File: config.mk
export PLATFORM = sky130hd
export DESIGN_NAME = uart_tx_arbiter
export DESIGN_NICKNAME = d
export VERILOG_FILES = /design/src/rtl/uart_tx_arbiter.sv
export SDC_FILE = /design/constraint.sdc
export NUM_CORES = 1
export LEC_CHECK = 0
export CAP_MARGIN = 20
export CORE_MARGIN = 1
export CORE_UTILIZATION = 33
export CTS_CLUSTER_DIAMETER = 80
export DETAILED_ROUTE_END_ITERATION = 7
export PLACE_DENSITY_LB_ADDON = 0.05
export SLEW_MARGIN = 20
export SYNTH_ARGS = -nofsm -noshare
export SYNTH_HDL_FRONTEND = slang
export SYNTH_SLANG_ARGS = --single-unit
File: constraint.sdc
create_clock -name clk -period 2.1 [get_ports clk]
set_input_delay 0.42 -clock clk [delete_from_list [all_inputs] [get_ports clk]]
set_output_delay 0.42 -clock clk [all_outputs]
set_load 0.01 [all_outputs]
File: src/rtl/uart_tx_arbiter.sv
// Round-robin scheduler sharing one UART TX datapath (FIFO + TX controller) between
// byte-stream clients; drains the datapath before switching frame format.
module uart_tx_arbiter #(
  parameter int unsigned NUM_CLIENTS = 4,
  parameter int unsigned DATA_WIDTH  = 8,
  parameter int unsigned MAX_BURST   = 4,
  localparam int unsigned GW         = $clog2(NUM_CLIENTS)
) (
  input  logic                            clk,
  input  logic                            reset,
  input  logic [NUM_CLIENTS-1:0]          req_valid,
  input  logic [NUM_CLIENTS*DATA_WIDTH-1:0] req_data,
  input  logic [NUM_CLIENTS-1:0]          req_last,
  output logic [NUM_CLIENTS-1:0]          req_ready,
  input  logic [NUM_CLIENTS*2-1:0]        cfg_parity,
  input  logic [NUM_CLIENTS-1:0]          cfg_stop,
  input  logic                            full,
  input  logic                            empty,
  input  logic                            tx_busy,
  output logic                            wr_en,
  output logic [DATA_WIDTH-1:0]           wr_data,
  output logic [1:0]                      parity_sel,
  output logic                            stop_bits,
  output logic                            grant_valid,
  output logic [GW-1:0]                   grant_id
);

  localparam int unsigned BCW = (MAX_BURST > 1) ? $clog2(MAX_BURST) : 1;

  typedef enum logic [1:0] {IDLE, DRAIN, CFG, STREAM} state_t;

  state_t                state;
  state_t                state_nx;
  logic [GW-1:0]         last_grant;
  logic [GW-1:0]         sel_id;
  logic [GW-1:0]         cand;
  logic                  sel_found;
  logic [2:0]            pend_cfg;
  logic [BCW-1:0]        burst_cnt;
  logic                  idle_seen;
  logic                  dp_idle;
  logic                  xfer;
  logic                  burst_end;
  logic                  cfg_match;

  logic [DATA_WIDTH-1:0] data_arr [NUM_CLIENTS];
  logic [2:0]            cfg_arr  [NUM_CLIENTS];

  // Per-client views of the packed request and frame-config buses
  for (genvar i = 0; i < NUM_CLIENTS; i++) begin : g_unpack
    assign data_arr[i] = req_data[i*DATA_WIDTH +: DATA_WIDTH];
    assign cfg_arr[i]  = {cfg_parity[2*i +: 2], cfg_stop[i]};
  end

  // Round-robin pick: first requester after last_grant, wrapping around
  always_comb begin
    sel_found = 1'b0;
    sel_id    = '0;
    cand      = '0;
    for (int unsigned off = 1; off <= NUM_CLIENTS; off++) begin
      cand = GW'((32'(last_grant) + off) % NUM_CLIENTS);
      if (!sel_found && req_valid[cand]) begin
        sel_found = 1'b1;
        sel_id    = cand;
      end
    end
  end

  assign dp_idle   = empty & ~tx_busy;
  assign cfg_match = (cfg_arr[sel_id] == {parity_sel, stop_bits});
  assign xfer      = (state == STREAM) & req_valid[grant_id] & ~full;
  assign burst_end = (state == STREAM) &
                     (~req_valid[grant_id] |
                      (xfer & (req_last[grant_id] | (burst_cnt == BCW'(MAX_BURST-1)))));

  // State register
  always_ff @(posedge clk) begin
    if (reset) state <= IDLE;
    else       state <= state_nx;
  end

  // Next-state logic; DRAIN needs two consecutive idle samples to cover the
  // gap between the FIFO pop and tx_busy rising
  always_comb begin
    state_nx = state;
    case (state)
      IDLE:    if (sel_found) state_nx = cfg_match ? STREAM : DRAIN;
      DRAIN:   if (dp_idle && idle_seen) state_nx = CFG;
      CFG:     state_nx = STREAM;
      STREAM:  if (burst_end) state_nx = IDLE;
      default: state_nx = IDLE;
    endcase
  end

  // Output logic; reset squashes the handshake in the same cycle
  always_comb begin
    req_ready   = '0;
    wr_en       = 1'b0;
    grant_valid = 1'b0;
    if (state == STREAM && !reset) begin
      grant_valid         = 1'b1;
      req_ready[grant_id] = ~full;
      wr_en               = xfer;
    end
  end

  assign wr_data = data_arr[grant_id];

  // Grant bookkeeping, drain qualifier and applied frame configuration
  always_ff @(posedge clk) begin
    if (reset) begin
      last_grant <= GW'(NUM_CLIENTS-1);
      grant_id   <= '0;
      pend_cfg   <= '0;
      burst_cnt  <= '0;
      idle_seen  <= 1'b0;
      parity_sel <= 2'b00;
      stop_bits  <= 1'b0;
    end else begin
      case (state)
        IDLE: begin
          idle_seen <= 1'b0;
          burst_cnt <= '0;
          if (sel_found) begin
            grant_id <= sel_id;
            pend_cfg <= cfg_arr[sel_id];
          end
        end
        DRAIN:   idle_seen <= dp_idle;
        CFG:     {parity_sel, stop_bits} <= pend_cfg;
        STREAM: begin
          if (burst_end) begin
            last_grant <= grant_id;
            burst_cnt  <= '0;
          end else if (xfer) begin
            burst_cnt <= burst_cnt + 1'b1;
          end
        end
        default: ;
      endcase
    end
  end

endmodule

* After elaboration in Yosys (flattened, before gate mapping) *
Index checks and enable logic that the tools add are counted.
Widths: inputs -> output; s select.

storage, ports and cells
  register bits after elaboration = 15
  output and inout port bits = 19

operators by class
  add/subtract/negate cells = 5
  order comparisons = 8
  equality and inequality tests = 9
  mux-type cells = 40
  bitwise gates (word level) = 13
  reduce and logical (&&, ||, !) cells = 17

operator list
  kind                 number
  $mux 2               10
  $bmux 8 s2           1
  $mux 8               2
  $lt 2x3->1 const B   5
  $mux 1               13
  $bmux 1 s2           6
  $pmux 2 s4           1
  $add 2x1->2 const B  3
  $bmux 3 s2           1
  $eq 2x2->1 const B   3
  $ge 3x3->1 const B   2
  $logic_and 1x1->1    6
  $mux 3               2
  $ne 2x2->1 const B   3
  $not 2->3            2
  $reduce_and 2->1     3
  $and 1x1->1          5
  $add 2x2->2 const B  2
  $and 4x4->4          1
  $logic_not 1->1      4
  $mux 4               1
  $pmux 2 s2           1
  $reduce_bool 2->1    2
  $eq 3x3->1           1
  9 further kinds      12

* Logic depth before layout (Yosys ltp) *
  depth in word-level cells = 21
  mapped depth = 8

* Least setup slack after synthesis *
Ideal clock, no wire load.

  path kind = input -> register
  from = input port req_valid[0]
  to = register state[1]
  data arrival time = 1.884 ns
  data required time = 1.983 ns
  setup slack = 0.099 ns
  cell stages on the path = 7
  path through = or2_4 -> a311oi_4 -> mux2i_1 -> xor2_1 -> a32o_1 -> nand4_1 -> o21ai_1

on the way
  word-level cells in the longest chain between the ends = 20
  elaborated cells on any way between the ends = 41
  classes of those cells = 3 x eq/ne; 24 x mux; 7 x bitwise; 7 x reduce/logical

RTL lines
  item                                       RTL line  source
  from (decl)                                11        input logic [NUM_CLIENTS-1:0] req_valid,
  $bmux 1 s2                                 62        if (!sel_found && req_valid[cand]) begin
  $mux 1 (not written as such)               62
  $mux 1                                     62
  $logic_not 1->1                            62
  $logic_and 1x1->1                          62
  $mux 1                                     62
  $logic_not 1->1                            62
  $logic_and 1x1->1                          62
  [... 2 more ...]                           -
  $logic_and 1x1->1                          62
  $mux 2                                     62
  $not 2->3 (not written as such)            70        assign cfg_match = (cfg_arr[sel_id] == {parity_sel, stop_bits});
  $bmux 3 s2                                 70
  $mux 3 (not written as such) (2 in a row)  70
  $eq 3x3->1                                 70
  $mux 2 (2 in a row)                        87        IDLE: if (sel_found) state_nx = cfg_match ? STREAM : DRAIN;
  $pmux 2 s4                                 86        case (state)
  to (signal assigned)                       79        else state <= state_nx;
  to (decl)                                  32        state_t state;

Parallel ways exist; a longest one is shown, timed or not. The select of a mux whose other input is x is not followed.
A chain may end at the register's enable or synchronous reset.

* Final worst setup path *
  from = input port req_valid[3]
  to = output port wr_en

on the way
  word-level cells in the longest chain between the ends = 5

RTL lines
  item                          RTL line  source
  $bmux 1 s2                    71        assign xfer = (state == STREAM) & req_valid[grant_id] & ~full;
  $mux 1 (not written as such)  71
  $and 1x1->1 (2 in a row)      71
  $mux 1                        100       if (state == STREAM && !reset) begin
  to (decl)                     20        output logic wr_en,

Every way passes these cells. The select of a mux whose other input is x is not followed.

==> flow_summary.ini <==
[timing]
min_period_ns = 2.04
tightest_slew_ns = 0.356
fmax_mhz = 490
timing.final.ws_setup_ns = 0.0577
finalSetupViolations = 0
period_share_pct = 97.3
rsz0062_at_grt = true
max-slew-margin-rel_pct = 76.3
final-hold-violation-count = 0
final_max_slew_viol_count = 0
finClkSkew_ns = 0.00269

[yosys]
postSynth.asyncResetShare_pct = 0
seq_area_frac_synth_pct = 24.4
ys.flop_type = dfxtp_1
ys_types = 40
syn-cell-area_mm2 = 0.00123
netlist_top_cells_count = nor2_1 (20), dfxtp_1 (15), mux2i_1 (15)
ys_seq_elements = 15
synth_top_family_by_area = multiplexers
synth_top_cell_by_area = dfxtp_1
synth_area_leaders = dfxtp_1 (24%), mux4_2 (16%), mux2i_1 (12%), nor2_1 (6.1%), ha_1 (5.1%)
yosys_warnings = 0
synth_fp_nets = 187
yosysTopAreaCellShare_pct = 24.4
netlist_instances = 125
synth-edff-count = 0
muxShareOfSynthArea_pct = 30.8
synthSimpleGateAreaFrac_pct = 18.8
synth-xor-area-share_pct = 2.85
synth_fa_ha_area_share_pct = 5.08
avgSynthCellArea_um2 = 9.85
synth_most_common_cell = nor2_1
synth_compound_area_share_pct = 13.5

[final_layout]
area_growth_pct = 83.6
layout-drive-gt1-share_pct = 23.0
n_antenna_cell = 0
fin_util_pct = 65.7
nets = 285
fin_area_mm2 = 0.00226

[clock_network]
cts_buffers = 3
clkTransAtPathRegs_ns = 0.06
clock_latency_ns = 0.25
cts_sinks = 15
clockBufferDepth = 2
htree_levels = 1
cts_tree = built
cts_root_buf = clkbuf_8

[worst_setup_path]
path_common_cell = dlygate4sd2_1
path_cells = dlygate4sd2_1 -> mux4_2 -> and2_1 -> dlygate4sd2_1
critPathMaxFanout = 4
cp-end-kind = primary output
slowest_stage = mux4_2
crit_family = buffers and inverters
cpPeakStageDelay_ns = 0.48
path_class = in -> out
worst_ep_required_time_ns = 1.68
crit_arrival_ns = 1.62
cp-start-kind = primary input
cp_num_buf_inv = 2

[hold_path]
hp-class = reg -> reg

[global_route]
grt_pass1_wl_um = 6090
grt_max_degree = 14
antenna_found_initial = 0
grt_usage_pct = 19.3
overflow = 0
grt_pass1_vias = 1328

[floorplan]
rows = 21
die_w_um = 63.1
initial_core_util_pct = 35.8
coreArea_mm2 = 0.00344
die_h_um = 63.1
dieArea_mm2 = 0.00398
io_pins = 76

[detailed_routing]
vias = 1333
routed_wl_um = 3710
vias_per_cell = 4.97
drc = 0
drtIter0Drc = 23
ant_nets = 0
wl_per_cell_um = 13.8
first_pass_iters = 4

[job]
maxCapViolCount = 0

[outcome]
status = finished clean

[pwr]
ir_drop_uv = 487
p_per_area_mw_per_mm2 = 677
p_leak_nw = 0.896

[placement]
io_buffers = 75
dp_hpwl_um = 3110
pre_cts_ws_ns = -0.418
dpl_cell_area_mm2 = 0.00219
gp_congestion = 0.793
[timing repair]
action | CTS | global route
setup buffers | 1 | 0
pin swaps | 2 | 2
hold buffers | 0 | 0
gates resized for setup | 27 | 6
setup endpoints to repair | 19 | 5
[per-stage QoR]
stage          std cells  power (mW)  hold slack [ns]  TNS, ns
2_1_floorplan        125       0.915            0.457        0
3_3_place_gp         263        1.29            0.481    -3.53
3_5_place_dp         263        1.31            0.494    -4.04
4_1_cts              268        1.54            0.508        0
5_1_grt              268        1.64            0.552  -0.0471
6_report             268        1.53            0.497        0
[sequential cells by signal (all words and copies together), names as in the netlist]
signal	flops
grant_id	2
parity_sel	2
burst_cnt	2
state	2
pend_cfg	3
last_grant	2
idle_seen	1
stop_bits	1
[cells in the final DEF (no fill, tap or decap), types with 5 or more instances in the layout]
master,instances
a21oi_1,5
buf_4,21
clkdlybuf4s50_1,57
dfxtp_1,14
dlygate4sd2_1,18
mux2i_1,10
mux2i_2,5
mux4_2,10
nor2_1,18
[area by class of cell]
type                    instances  area, µm²
inverters                       3       11.3
well taps                      46       57.6
clock buffers                   4       45.0
flip-flops and latches         15        304
multi-input cells             100        903
repair buffers                100        940
fillers                       291       1180
[tightest hold or removal path, cell delays in order, from the launching register on]
cell	delay (ns)
dfxtp_1	0.32
mux2i_1	0.07
nor2_1	0.07
[logic make-up after synthesis]
| logic type | count (synthesis) |
|---|---|
| buffers and inverters | 10 |
| multiplexers | 25 |
| AO/OA/AOI/OAI | 21 |
| AND/OR/NAND/NOR | 45 |
| adder cells (fa/ha/maj) | 5 |
| XOR/XNOR | 4 |
| flip-flops | 15 |
[power by group]
part / internal [mW] / total, mW / switching, mW
Sequential: 0.343 / 0.396 / 0.0532
Clock: 0.134 / 0.232 / 0.0977
Combinational: 0.512 / 0.901 / 0.389
[path summary, 6_finish.rpt]
path / start / slack, ns / cells after the start / endpoint
max: req_valid[3] / 0.06 / 4 / wr_en
min: pend_cfg[2] / 0.50 / 2 / parity_sel[1]
max reg2reg: grant_id[1] / 0.21 / 7 / last_grant[0]
min reg2reg: pend_cfg[2] / 0.50 / 2 / parity_sel[1]
[metal layers]
metal	vias up	GRT usage, %	share of wire (%)	wire [µm]
met5	-	0	0	0
li1	658	-	-	-
met4	0	6.98	1.6	61
met1	615	24.0	44	1620
met2	55	33.7	49	1800
met3	5	2.54	6.0	222
No activity file was read; power rests on OpenSTA's default activity.
